===== config.mk =====
export PLATFORM = sky130hd
export DESIGN_NAME = rf_dump_reader
export DESIGN_NICKNAME = d
export VERILOG_FILES = /design/src/rtl/rf_dump_reader.sv
export SDC_FILE = /design/constraint.sdc
export NUM_CORES = 1
export LEC_CHECK = 0
export ABC_AREA = 1
export CAP_MARGIN = 10
export CORE_MARGIN = 3
export CORE_UTILIZATION = 35
export DETAILED_ROUTE_END_ITERATION = 6
export HOLD_SLACK_MARGIN = 0.1
export PLACE_DENSITY_LB_ADDON = 0.2
export SLEW_MARGIN = 10
export SYNTH_ARGS = -nofsm -noshare
export SYNTH_HDL_FRONTEND = slang
export SYNTH_SLANG_ARGS = --single-unit

===== constraint.sdc =====
create_clock -name clk -period 2.8 [get_ports clk]
set_input_delay 0.56 -clock clk [delete_from_list [all_inputs] [get_ports clk]]
set_output_delay 0.56 -clock clk [all_outputs]
set_load 0.05 [all_outputs]

===== src/rtl/rf_dump_reader.sv =====
// rf_dump_reader
//   Debug-side reader for the 32x32 CPU register file. On a start pulse it
//   walks registers FIRST_REG..LAST_REG through one read port. Each word is
//   captured and streamed out on a valid/ready interface, tagged with its
//   register index. The pipeline is held for the whole dump, so the words
//   form a consistent snapshot.
//
// Ports
//   clk        : clock, all state on posedge
//   rst        : synchronous active-high reset
//   start      : dump request, sampled only in IDLE
//   rd_addr    : register-file read address
//   rd_data    : register-file read data, valid RD_LAT posedges after rd_addr
//   hold       : pipeline write-inhibit, equal to busy
//   busy       : dump in progress, from the first WAIT through DONE
//   done       : one-cycle pulse after the final handshake
//   out_valid  : stream word valid
//   out_ready  : stream consumer ready
//   out_data   : captured register value
//   out_idx    : register index of out_data
//   out_last   : marks the word for LAST_REG
//
// state | meaning
// ------+------------------------------------------------------------
// IDLE  | waiting for start, rd_addr parked at FIRST_REG
// WAIT  | rd_addr stable, counting down the register-file read latency
// SEND  | word presented on the stream, waiting for the handshake
// DONE  | one-cycle done pulse, then back to IDLE
module rf_dump_reader #(
  parameter int FIRST_REG = 0,
  parameter int LAST_REG  = 31,
  parameter int RD_LAT    = 1
) (
  input  logic        clk,
  input  logic        rst,
  input  logic        start,
  output logic [4:0]  rd_addr,
  input  logic [31:0] rd_data,
  output logic        hold,
  output logic        busy,
  output logic        done,
  output logic        out_valid,
  input  logic        out_ready,
  output logic [31:0] out_data,
  output logic [4:0]  out_idx,
  output logic        out_last
);

  generate
    if (FIRST_REG < 0 || LAST_REG > 31 || FIRST_REG > LAST_REG || RD_LAT < 1) begin : g_bad_params
      $error("rf_dump_reader: illegal FIRST_REG/LAST_REG/RD_LAT combination");
    end
  endgenerate

  localparam int               CW       = $clog2(RD_LAT + 1);
  localparam logic [CW-1:0]    LAT_INIT = CW'(RD_LAT);
  localparam logic [CW-1:0]    LAT_ONE  = CW'(1);
  localparam logic [4:0]       FIRST    = 5'(FIRST_REG);
  localparam logic [4:0]       LAST     = 5'(LAST_REG);

  typedef enum logic [1:0] {
    IDLE = 2'd0,
    WAIT = 2'd1,
    SEND = 2'd2,
    DONE = 2'd3
  } state_t;

  state_t          state;
  logic [CW-1:0]   lat_cnt;

  always_ff @(posedge clk) begin
    if (rst) begin
      state     <= IDLE;
      rd_addr   <= FIRST;
      lat_cnt   <= LAT_INIT;
      out_valid <= 1'b0;
      out_data  <= '0;
      out_idx   <= '0;
      out_last  <= 1'b0;
      done      <= 1'b0;
    end else begin
      done <= 1'b0;
      case (state)
        IDLE: begin
          if (start) begin
            state   <= WAIT;
            rd_addr <= FIRST;
            lat_cnt <= LAT_INIT;
          end
        end
        WAIT: begin
          // rd_addr is not touched here so the read in flight stays coherent.
          lat_cnt <= lat_cnt - LAT_ONE;
          if (lat_cnt == LAT_ONE) begin
            out_data  <= rd_data;
            out_idx   <= rd_addr;
            out_last  <= (rd_addr == LAST);
            out_valid <= 1'b1;
            state     <= SEND;
          end
        end
        SEND: begin
          if (out_ready) begin
            out_valid <= 1'b0;
            if (out_last) begin
              done  <= 1'b1;
              state <= DONE;
            end else begin
              // out_last guards the increment, so rd_addr cannot pass LAST_REG.
              rd_addr <= rd_addr + 5'd1;
              lat_cnt <= LAT_INIT;
              state   <= WAIT;
            end
          end
        end
        DONE: begin
          state   <= IDLE;
          rd_addr <= FIRST;
        end
        default: state <= IDLE;
      endcase
    end
  end

  // busy decodes directly from the state register, so it carries no extra lag.
  assign busy = (state != IDLE);
  assign hold = busy;

endmodule


# --- Word level (Yosys, flattened, before mapping) ---
# Cells that the tools add are included.
word_totals:
  out_inout_bits: 47
  in_bits: 36
  regBits: 48
classes:
  mux: 17
  eq_ne: 8
  bitwise_logic: 2
  reduce_logical: 11
  addsub: 2
op_table:
  columns: ["op", "count"]
  rows:
  - ["5-bit two-way mux", 3]
  - ["5-bit case mux with 3 select lines", 1]
  - ["2-bit two-way mux", 4]
  - ["2-bit inequality test, second input constant", 4]
  - ["2-bit case mux with 4 select lines", 1]
  - ["4-bit AND reduction", 2]
  - ["1-bit two-way mux", 6]
  - ["3-bit AND reduction", 2]
  - ["3-bit nonzero test", 2]
  - ["5-bit by 1-bit adder with 5-bit output, second input constant", 1]
  - ["5-bit == test, second input constant", 1]
  - ["2-bit == test, second input constant", 2]
  - ["2-bit nonzero test", 2]
  - ["1-bit case mux with 3 select lines", 1]
  - ["3-bit OR reduction", 1]
  - ["2-bit by 1-bit == test with 1-bit output, second input constant", 1]
  - ["2-bit zero test", 1]
  - ["1-bit inverter", 2]
  - ["1-bit case mux with 2 select lines", 1]
  - ["2-bit AND reduction", 1]
  - ["1-bit subtractor, second input constant", 1]

# --- Longest topological paths before layout ---
# Gate-level depths: netlist of the first run.
depth:
  depth_word: 4
  mapped_depth: 8
  depth_no_buf: 8

# --- Worst setup path after synthesis of the first run ---
# Ideal clock, no wire load.
synth_timing:
  path_kind: "flip-flop to output port"
  start: "register state[0]"
  end: "output port hold"
  stages_incl_launch_ff: 4
  t_arrival_ps: 1082
  path_slack_ps: 1158
  n_path_buf: 1
  cell_sequence: "dfxtp_1 -> nor2_1 -> inv_1 -> buf_4"
synth_via:
  elab_chain_cells: 1
synth_rtl:
  columns: ["element", "line_no", "source"]
  rows:
  - ["start: declaration", "68", "state_t state;"]
  - ["start signal: assignment", "73", "state <= IDLE;"]
  - ["start signal: assignment", "86", "state <= WAIT;"]
  - ["start signal: assignment", "99", "state <= SEND;"]
  - ["2-bit nonzero test", "126", "assign busy = (state != IDLE);"]
  - ["end: declaration", "39", "output logic hold,"]
# Every way passes these cells.

# --- Final worst setup path of the first run ---
layout_timing:
  start: "register state[0]"
  end: "output port busy"
layout_via:
  elab_chain_cells: 1
layout_rtl:
  columns: ["element", "line_no", "source"]
  rows:
  - ["2-bit nonzero test", "126", null]
  - ["end: declaration", "40", "output logic busy,"]
# Every way passes these cells.

==> flow_metrics.env, run 1 <==
export IMPL_status="completed"
export IMPL_peakVddDrop_uv=306
export IMPL_instances_no_fill=383
export IMPL_finalMaxSlewViolations=0
export IMPL_grt_pass1_wl_um=7180
export IMPL_crit_path_end_kind="primary output"
export IMPL_syn_area_per_cell_um2=7.77
export IMPL_grt_start_max_net_pins=46
export IMPL_clock_latency_ns=0.29
export IMPL_syn_inst=240
export IMPL_clock_skew_ns=0.00767
export IMPL_io_buffers=82
export IMPL_antenna_found_initial=0
export IMPL_num_antenna_cells=0
export IMPL_tns_ns=0
export IMPL_hold_start="out_data[3]"
export IMPL_clk_pin_slew_ns=0.08
export IMPL_cts_hold_buf=0
export IMPL_clockBufferDepth=2
export IMPL_synth_seq_cells=48
export IMPL_r2r_start="state[0]"
export IMPL_relSlewSlack_pct=62.4
export IMPL_syn_to_final_growth_pct=48.7
export IMPL_place_inst=378
export IMPL_routed_wirelength_um=4300
export IMPL_synth_xor_area_share_pct=0
export IMPL_synthMuxAreaShare_pct=0
export IMPL_layout_nets=356
export IMPL_drtIter0Drc=45
export IMPL_die_area_um2=6240
export IMPL_critPathKind="reg2out"
export IMPL_syn_area_um2=1870
export IMPL_ys_seq_area_share_pct=51.5
export IMPL_path_buf_inv=2
export IMPL_seq_area_um2=961
export IMPL_avgViaCountPerCell=4.42
export IMPL_setup_viol_count_final=0
export IMPL_drive_gt1_share_pct=3.80
export IMPL_power_mw=1.90
export IMPL_fillers=488
export IMPL_final_core_util_pct=56.1
export IMPL_tightest_slew_ns=0.564
export IMPL_rows=25
export IMPL_pin_count=83
export IMPL_cp_required_ns=2.24
export IMPL_synth_simple_area_share_pct=10.7
export IMPL_fp_dieW_um=79.0
export IMPL_cts_tree="yes"
export IMPL_grt_setup_unrepaired="no"
export IMPL_post_cts_resized=0
export IMPL_cts_sinks=48
export IMPL_initial_core_util_pct=37.7
export IMPL_crit_start="state[0]"
export IMPL_fin_crit_sh_pct=80.1
export IMPL_synth_compound_area_share_pct=22.5
export IMPL_hold_slack_ns=0.442
export IMPL_min_period_ns=2.24
export IMPL_drt_first_pass_iters=4
export IMPL_crit_fanout=6
export IMPL_synth_nets=278
export IMPL_crit_family="buffers and inverters"
export IMPL_final_cell_mix="82 x clkdlybuf4s50_1, 48 x dfxtp_1, 46 x inv_1, 42 x a21oi_1, 34 x o21ai_0"
export IMPL_multi_input_area_um2=644
export IMPL_max_clock_freq_mhz=446
export IMPL_place_congestion=0.843
export IMPL_startpoint_type="flip-flop"
export IMPL_die_height_um=79.0
export IMPL_cap_viol_max_count=0
export IMPL_crit_slowest_cell="clkdlybuf4s50_1"
export IMPL_crit_chain="nor2_1 -> inv_1 -> clkdlybuf4s50_1"
export IMPL_yosysWarnings=0
export IMPL_root_buffer="clkbuf_8"
export IMPL_synthAdderAreaFrac_pct=1.34
export IMPL_dp_hpwl_um=3050
export IMPL_synth_top_family_by_area="compound AO/OA/AOI/OAI gates"
export IMPL_min_path_type="reg2reg"
export IMPL_route_detailed_drc=0
export IMPL_cts_setup_buffers=0
export IMPL_leakagePower_nw=1.06
export IMPL_avgRoutedWirePerCell_um=11.2
export IMPL_cts_max_level=2
export IMPL_via_count=1693
export IMPL_power_density_nw_per_um2=686
export IMPL_cp_arrival_ns=1.68
export IMPL_grt_pass1_vias=1568
export IMPL_yosysUniqueCellTypes=22
export IMPL_overflow=0
export IMPL_grt_use_total_pct=14.2
export IMPL_cpPeakStageDelay_ns=0.80
export IMPL_core_area_um2=4940
export IMPL_hold_viol_final=0
export IMPL_drtAntennaViolNets=0
export IMPL_cts_made_buffers=5
export IMPL_mostFrequentLayoutCell="clkdlybuf4s50_1"
==> cell type report <==
| class | instances | share of cell area, % |
|---|---|---|
| Clock buffer | 5 | 2.48 |
| Inverter | 48 | 6.50 |
| Multi-Input combinational cell | 131 | 23.2 |
| Sequential cell | 48 | 34.6 |
| Tap cell | 67 | 3.02 |
| Timing Repair Buffer | 84 | 30.1 |
==> power breakdown <==
part / internal, mW / switching [mW]
Combinational: 0.248 / 0.473
Sequential: 0.770 / 0.0495
Clock: 0.161 / 0.202
Total: 1.18 / 0.725
==> per-stage QoR <==
stage / area, um^2 / setup WS, ns
detailed placement: 2710 / 0.859
floorplan: 1870 / 1.16
global placement: 2710 / 0.880
global route: 2770 / 0.463
CTS: 2770 / 0.539
finish: 2770 / 0.558
==> state kept, by name (all words and copies together) (netlist names) <==
signal / count
out_data: 32
out_idx: 5
done: 1
out_valid: 1
out_last: 1
state: 2
lat_cnt: 1
rd_addr: 5
==> worst paths after layout <==
path                               endpoint  cells after the start  slack (ns)
worst min register to register  out_data[3]                      2        0.44
worst max register to register  out_data[6]                      4        1.01
worst min-delay path            out_data[3]                      2        0.44
worst max-delay path                   busy                      3        0.56
==> worst register-to-register path: stages, from the launching register on <==
cell     delay [ns]
dfxtp_1        0.44
nand3_2        0.49
buf_4          0.47
o21ai_0        0.21
a21oi_1        0.06
==> layer usage <==
layer | part of all wire, % | wire (um) | track usage, %
met5 | 0 | 0 | 0
met4 | 0.91 | 39 | 4.12
met2 | 47 | 2040 | 24.0
met1 | 46 | 1990 | 17.6
met3 | 5.5 | 236 | 3.97
==> synthesized netlist by cell type <==
| cell | number | share of area [%] |
|---|---|---|
| buf_2 | 2 | 0.54 |
| clkbuf_1 | 5 | 1.0 |
| nand2_2 | 1 | 0.34 |
| nor3_1 | 1 | 0.27 |
| o21bai_1 | 1 | 0.40 |
| inv_2 | 2 | 0.40 |
| o21ai_0 | 34 | 9.1 |
| buf_6 | 3 | 1.8 |
| nand3_2 | 1 | 0.54 |
| a21oi_1 | 42 | 11 |
| a211oi_1 | 1 | 0.40 |
| nor2_4 | 1 | 0.60 |
| ha_1 | 2 | 1.3 |
| dfxtp_1 | 48 | 52 |
| or2_1 | 1 | 0.34 |
| inv_1 | 46 | 9.3 |
| nor2_1 | 10 | 2.0 |
| nand3_1 | 5 | 1.3 |
| clkbuf_2 | 2 | 0.54 |
| nand2_1 | 26 | 5.2 |
| buf_4 | 1 | 0.40 |
| o21ai_1 | 5 | 1.3 |
==> kinds of logic after synthesis <==
family | count (synthesis)
fa+ha+maj | 2
compound gates | 83
flops | 48
simple gates | 46
buf+inv | 61
Power figures use the tool's default switching activity.
==> inputs of run 2 (changes only) <==
clock period = 1.9 ns   (was 2.8 ns; I/O delays follow)
==> flow_metrics.env, run 2 (synthesis results as in run 1) <==
export IMPL_place_congestion=0.816
export IMPL_clockBufferDepth=2
export IMPL_drt_first_pass_iters=4
export IMPL_min_path_type="reg2reg"
export IMPL_drtAntennaViolNets=0
export IMPL_max_clock_freq_mhz=544
export IMPL_min_period_ns=1.84
export IMPL_tns_ns=0
export IMPL_crit_slowest_cell="clkdlybuf4s50_1"
export IMPL_dp_hpwl_um=3040
export IMPL_post_cts_resized=0
export IMPL_tightest_slew_ns=0.514
export IMPL_cts_hold_buf=0
export IMPL_via_count=1703
export IMPL_path_buf_inv=1
export IMPL_root_buffer="clkbuf_8"
export IMPL_pin_count=83
export IMPL_clock_skew_ns=0.00532
export IMPL_grt_pass1_wl_um=7200
export IMPL_stdcell_area_um2=2790
export IMPL_fin_crit_sh_pct=96.8
export IMPL_antenna_found_initial=0
export IMPL_clock_latency_ns=0.29
export IMPL_grt_setup_unrepaired="no"
export IMPL_cts_tree="yes"
export IMPL_fp_dieW_um=79.0
export IMPL_startpoint_type="flip-flop"
export IMPL_instances_no_fill=386
export IMPL_leakagePower_nw=1.11
export IMPL_rows=25
export IMPL_cpPeakStageDelay_ns=0.82
export IMPL_grt_use_total_pct=14.3
export IMPL_drtIter0Drc=53
export IMPL_finalMaxSlewViolations=0
export IMPL_initial_core_util_pct=37.7
export IMPL_clk_pin_slew_ns=0.09
export IMPL_cts_max_level=2
export IMPL_avgRoutedWirePerCell_um=11.2
export IMPL_grt_pass1_vias=1532
export IMPL_routed_wirelength_um=4320
export IMPL_power_density_nw_per_um2=1040
export IMPL_critPathKind="reg2out"
export IMPL_cts_sinks=48
export IMPL_crit_family="buffers and inverters"
export IMPL_cts_setup_buffers=0
export IMPL_die_area_um2=6240
export IMPL_reg_largest_list="out_data x32, out_idx x5, rd_addr x5"
export IMPL_avgViaCountPerCell=4.41
export IMPL_grt_start_max_net_pins=79
export IMPL_syn_to_final_growth_pct=49.6
export IMPL_mostFrequentLayoutCell="clkdlybuf4s50_1"
export IMPL_crit_chain="clkdlybuf4s50_1"
export IMPL_final_cell_mix="69 x clkdlybuf4s50_1, 48 x dfxtp_1, 46 x inv_1, 42 x a21oi_1, 34 x o21ai_0"
export IMPL_final_core_util_pct=56.5
export IMPL_crit_fanout=2
export IMPL_num_antenna_cells=0
export IMPL_overflow=0
export IMPL_cts_made_buffers=5
export IMPL_relSlewSlack_pct=65.6
export IMPL_peakVddDrop_uv=392
export IMPL_largest_reg_flops=32
export IMPL_status="completed"
export IMPL_io_buffers=82
export IMPL_cp_arrival_ns=1.46
export IMPL_place_area_um2=2700
export IMPL_drive_gt1_share_pct=8.78
export IMPL_core_area_um2=4940
export IMPL_cp_required_ns=1.52
export IMPL_die_height_um=79.0
export IMPL_layout_nets=356
export IMPL_hold_viol_final=0
export IMPL_route_detailed_drc=0
export IMPL_crit_path_end_kind="primary output"
export IMPL_place_inst=378
export IMPL_setup_viol_count_final=0
export IMPL_regMostFlops="out_data"
export IMPL_cap_viol_max_count=0
## run 2: layer usage
| layer | track usage [%] | vias to the layer above | share of wire (%) | wire length (um) |
|---|---|---|---|---|
| li1 | - | 917 | - | - |
| met1 | 18.8 | 735 | 46 | 1990 |
| met2 | 23.0 | 47 | 47 | 2040 |
| met3 | 3.97 | 4 | 5.7 | 247 |
| met4 | 4.12 | 0 | 0.93 | 40 |
| met5 | 0 | - | 0 | 0 |
## run 2: report_power, final
part	internal, mW	switching, mW
Sequential	1.13	0.0760
Clock	0.291	0.325
Combinational	0.365	0.698
## run 2: stage by stage
step / hold slack, ns / total power, mW / setup slack, ns
after floorplan: 0.449 / 1.95 / 0.286
after CTS: 0.446 / 2.93 / 0.0393
after global placement: 0.429 / 2.29 / 0.331
final: 0.444 / 2.89 / 0.0612
after detailed placement: 0.433 / 2.31 / 0.312
after global routing: 0.463 / 3.06 / 0.00580
## run 2: worst paths after layout
check	from	to	slack (ns)	cells after the start
setup / recovery	out_data[19]	out_data[19]	0.06	1
hold / removal	out_data[24]	out_data[24]	0.44	2
setup reg to reg	rd_addr[1]	rd_addr[4]	0.57	8
hold reg to reg	out_data[24]	out_data[24]	0.44	2
## run 2: final cells by class
class | count | area (um^2)
Clock buffer | 6 | 82.6
Clock inverter | 2 | 10.0
Fill cell | 488 | 2150
Inverter | 48 | 180
Multi-Input combinational cell | 131 | 644
Sequential cell | 48 | 961
Tap cell | 67 | 83.8
Timing Repair Buffer | 84 | 828
==> inputs of run 3 (changes only) <==
clock period = 1.8 ns   (was 1.9 ns; I/O delays follow)
==> flow_metrics.env, run 3 (synthesis results as in run 1) <==
export IMPL_status="completed"
export IMPL_tightest_slew_ns=0.241
export IMPL_grt_setup_unrepaired="no"
export IMPL_place_congestion=0.843
export IMPL_avgViaCountPerCell=4.36
export IMPL_core_area_um2=4940
export IMPL_layout_nets=359
export IMPL_avgRoutedWirePerCell_um=11.1
export IMPL_drtIter0Drc=58
export IMPL_clock_skew_ns=0.00594
export IMPL_r2r_start="rd_addr[1]"
export IMPL_crit_path_end_kind="primary output"
export IMPL_crit_family="flip-flops"
export IMPL_leakagePower_nw=1.20
export IMPL_final_cell_mix="49 x buf_4, 48 x dfxtp_1, 46 x inv_1, 42 x a21oi_1, 35 x clkdlybuf4s50_1"
export IMPL_hold_slack_ns=0.446
export IMPL_syn_to_final_growth_pct=48.4
export IMPL_crit_chain="nor2_1 -> inv_1 -> buf_12"
export IMPL_power_frac_seq_pct=39.9
export IMPL_clockBufferDepth=2
export IMPL_min_period_ns=1.52
export IMPL_seq_area_um2=961
export IMPL_clk_pin_slew_ns=0.08
export IMPL_hold_depth=2
export IMPL_final_core_util_pct=56.0
export IMPL_multi_input_area_um2=644
export IMPL_cts_max_level=2
export IMPL_largest_reg_flops=32
export IMPL_cts_hold_buf=0
export IMPL_crit_fanout=6
export IMPL_cts_tree="yes"
export IMPL_peakVddDrop_uv=626
export IMPL_regMostFlops="out_data"
export IMPL_fin_crit_sh_pct=84.7
export IMPL_cts_sinks=48
export IMPL_startpoint_type="flip-flop"
export IMPL_rrSetupSlack_ns=0.46
export IMPL_min_to="out_data[22]"
export IMPL_grt_use_total_pct=14.4
export IMPL_cp_required_ns=1.44
export IMPL_route_detailed_drc=0
export IMPL_stdcell_area_um2=2770
export IMPL_p_comb_share_pct=35.0
export IMPL_mostFrequentLayoutCell="buf_4"
export IMPL_crit_slowest_cell="dfxtp_1"
export IMPL_dp_hpwl_um=3130
export IMPL_cp_arrival_ns=1.16
export IMPL_root_buffer="clkbuf_8"
export IMPL_path_buf_inv=2
export IMPL_rr_worst_depth=8
export IMPL_antenna_found_initial=0
export IMPL_pin_count=83
export IMPL_drtAntennaViolNets=0
export IMPL_drive_gt1_share_pct=20.2
export IMPL_hold_start="out_data[22]"
export IMPL_place_area_um2=2650
export IMPL_grt_start_max_net_pins=64
export IMPL_post_cts_resized=0
export IMPL_die_height_um=79.0
export IMPL_finalMaxSlewViolations=0
export IMPL_routed_wirelength_um=4320
export IMPL_p_sw_mw=1.17
export IMPL_internal_power_mw=2.03
export IMPL_cpPeakStageDelay_ns=0.45
export IMPL_min_path_type="reg2reg"
export IMPL_cap_viol_max_count=0
export IMPL_cts_setup_buffers=0
export IMPL_r2r_end="rd_addr[4]"
export IMPL_relSlewSlack_pct=83.9
export IMPL_via_count=1695
export IMPL_num_antenna_cells=0
export IMPL_overflow=0
export IMPL_hold_viol_final=0
export IMPL_setup_viol_count_final=0
export IMPL_io_buffers=82
export IMPL_power_frac_clock_pct=25.1
export IMPL_rows=25
export IMPL_power_mw=3.20
export IMPL_reg_largest_list="out_data x32, out_idx x5, rd_addr x5"
export IMPL_tns_ns=0
export IMPL_power_density_nw_per_um2=1160
export IMPL_max_clock_freq_mhz=656
export IMPL_p_sw_share_pct=36.7
export IMPL_drt_first_pass_iters=4
export IMPL_fillers=487
export IMPL_fp_dieW_um=79.0
export IMPL_critPathKind="reg2out"
export IMPL_grt_pass1_vias=1609
export IMPL_clock_latency_ns=0.29
export IMPL_die_area_um2=6240
export IMPL_cts_made_buffers=5
export IMPL_grt_pass1_wl_um=7160
export IMPL_initial_core_util_pct=37.7
-- run 3: cell count changes in the layout (fill, tap and decap cells not counted) --
cell / delta
buf_12: +1
buf_4: +36
bufinv_16: +1
clkdlybuf4s50_1: -34
clkinv_2: -2
clkinv_4: +1
-- run 3: power groups by stage --
stage | Combinational [mW] | Sequential (mW) | Clock, mW
floorplan | 0.329 | 1.73 | 0
global placement | 1.12 | 1.30 | 0
detailed placement | 1.13 | 1.30 | 0
CTS | 1.13 | 1.28 | 0.834
global route | 1.20 | 1.30 | 0.896
finish | 1.12 | 1.28 | 0.803
-- run 3: final cells by class --
cell class	instances	area share, %
clock inverter	2	1.40
inverter	48	6.51
multi-input combinational	131	23.3
tap	67	3.03
sequential	48	34.7
timing repair buffer	87	28.1
clock buffer	6	2.98
-- run 3: worst max path at each step --
stage | startpoint | endpoint | slack, ns | cells after the start
6_report | state[0] | busy | 0.28 | 3
5_1_grt | state[0] | hold | 0.21 | 3
4_1_cts | state[0] | busy | 0.27 | 3
3_5_place_dp | out_ready | rd_addr[1] | 0.23 | 8
3_3_place_gp | out_ready | rd_addr[3] | 0.25 | 8
2_1_floorplan | rd_addr[1] | rd_addr[4] | 0.19 | 8
-- run 3: worst register-to-register path, stage by stage, from the launching register on --
cell and delay (ns):
dfxtp_1 0.43, ha_1 0.20, nand2_1 0.07, nor2_1 0.10, ha_1 0.24, nand2_1 0.07, nand2_1 0.05, nand2_1 0.06
nor2_1 0.04
-- run 3: layer usage --
| layer | global-route usage (%) | wire (um) |
|---|---|---|
| met4 | 5.15 | 38 |
| met1 | 17.7 | 1990 |
| met2 | 23.9 | 2020 |
| met3 | 4.08 | 271 |
| met5 | 0 | 0 |
-- run 3: per-stage QoR --
stage / setup slack [ns] / instances
after floorplan: 0.186 / 240
after global placement: 0.252 / 381
after detailed placement: 0.234 / 381
after CTS: 0.273 / 389
after global routing: 0.209 / 389
final: 0.276 / 389
==> edit: new RTL, settings of run 3 <==
`FIRST_REG`: 0 -> 1.
--- a/src/rtl/rf_dump_reader.sv
+++ b/src/rtl/rf_dump_reader.sv
@@ -27,7 +27,7 @@
 // SEND  | word presented on the stream, waiting for the handshake
 // DONE  | one-cycle done pulse, then back to IDLE
 module rf_dump_reader #(
-  parameter int FIRST_REG = 0,
+  parameter int FIRST_REG = 1,
   parameter int LAST_REG  = 31,
   parameter int RD_LAT    = 1
 ) (
Formal check against the unedited RTL: not equivalent (Yosys sat finds a counterexample within 4 cycles, from zero or initial values and one cycle with rst high).
==> edit against run 3 <==
Clock skew is 3.4 ps lower; sequential cell count stayed put; synthesized area is 0.20% lower; total power is 3.8% lower; worst setup slack better by 15 ps; cell area is 0.77% lower; wire length is 0.72% lower; first-iteration DRC count is 34% lower.
==> edit: results (changes against run 3) <==
* Outcome: finished, final reports clean
* Initial antenna violation count at 0 (unchanged)
* Worst vdd ir at 0.427 mV (-32%)
* Clock-net power at 0.666 mW (-17%)
* Number of placed instances with taps included at 380 (-0.26%)
* Worst-skew pair later-pin latency at 290 ps (about the same)
* Multiplexer share of the synthesized area at 0% (unchanged)
* Sequential element share of the synthesized area at 51.6% (+0.10 points)
* Via Count at 1710 (+0.88%)
* Final net count at 358 (-0.28%)
* Routed WL at 4.29 mm (-0.72%)
* Worst path slowest cell: dfxtp_1
* Root buffer cell: clkbuf_8
* CP Max Fanout at 6 (unchanged)
* Port Buffers at 82 (unchanged)
* Met2 Usage GRT at 22.7% (-1.2 points)
* GR Layer Usage met3 at 4.54% (+0.45 points)
* Max_slew headroom at 81.6% (-2.4 points)
* Post-Syn Nets at 276 (-0.72%)
* GPL Wtd Cong at 0.857 (+1.7%)
* Pre-CTS WS at 238 ps (+4.44 ps)
* Met1 Track Usage GR at 18.8% (+1.2 points)
* Yosys warnings at 0 (unchanged)
* First-pass GRT wire length at 7.11 mm (-0.68%)
* Number of synthesized flops with an enable pin at 0 (unchanged)
* Post-DP HPWL at 3.16 mm (+0.91%)
* Largest net degree at the start of global routing at 55 (-14%)
* Worst r2r path cells at 8 (unchanged)
* WHS Path Cells at 2 (unchanged)
* P_seq at 1.28 mW (about the same)
* Non-Filler Instances at 387 (-0.51%)
* Worst hold start: out_data[10]
* Vias in the first global route at 1568 (-2.5%)
* Synth Area in Adders at 1.34% (+0.0027 points)
* P_leak at 1.19 nW (-0.61%)
* Synth async-reset ratio at 0% (unchanged)
* CTS Buffer Depth at 2 (unchanged)
* Post-synthesis compound-gate area fraction at 23.1% (+0.58 points)
* Synth area leaders: dfxtp_1 (52%), a21oi_1 (11%), o21ai_0 (9.4%), inv_1 (9.1%), nand2_1 (4.6%)
* Fin Clk Skew at 2.53 ps (-3.42 ps)
* Commonest cells in the netlist: dfxtp_1 (48), inv_1 (45), a21oi_1 (42)
* Post-CTS Setup Bufs at 0 (unchanged)
* Final hold slack at 444 ps (-1.49 ps)
* Layout cells sized above 1 at 20.6% (+0.44 points)
* First-pass DRT Iterations at 4 (unchanged)
* NetSw at 1.16 mW (-1.4%)
* Initial DRC count at 38 (-34%)
* Tot GR Track Use at 14.4% (+0.041 points)
* Minimum setup slack among reg-to-reg paths at ~470 ps
* Mean area per synthesized cell at 7.82 um^2 (+0.64%)
* Hold worst-path end: out_data[10]
* Clock share of power at 21.6% (-3.5 points)
## edit: worst max path at each step
| stage | startpoint | end | slack [ps] | cells past startpoint |
|---|---|---|---|---|
| after floorplan | rd_addr[1] | rd_addr[4] | 190 | 8 |
| after global placement | out_ready | rd_addr[3] | 280 | 8 |
| after detailed placement | out_ready | rd_addr[2] | 240 | 8 |
| after CTS | state[0] | hold | 270 | 3 |
| after global routing | state[0] | hold | 170 | 3 |
| final | state[0] | hold | 290 | 3 |
## edit: layout make-up
type / instances / area (um^2)
timing repair buffer: 88 / 786
multi-input combinational: 129 / 641
sequential: 48 / 961
inverter: 48 / 180
fill: 487 / 2190
tap: 67 / 83.8
clock buffer: 7 / 96.3
## edit: layer usage
metal	share of wire [%]	vias up
met5	0	-
li1	-	916
met3	7.7	4
met1	48	730
met4	0.98	0
met2	43	60
## edit: tightest hold or removal path, stage by stage, from the launching register on
cell     delay (ps)
dfxtp_1         310
inv_1            40
a21oi_1          50
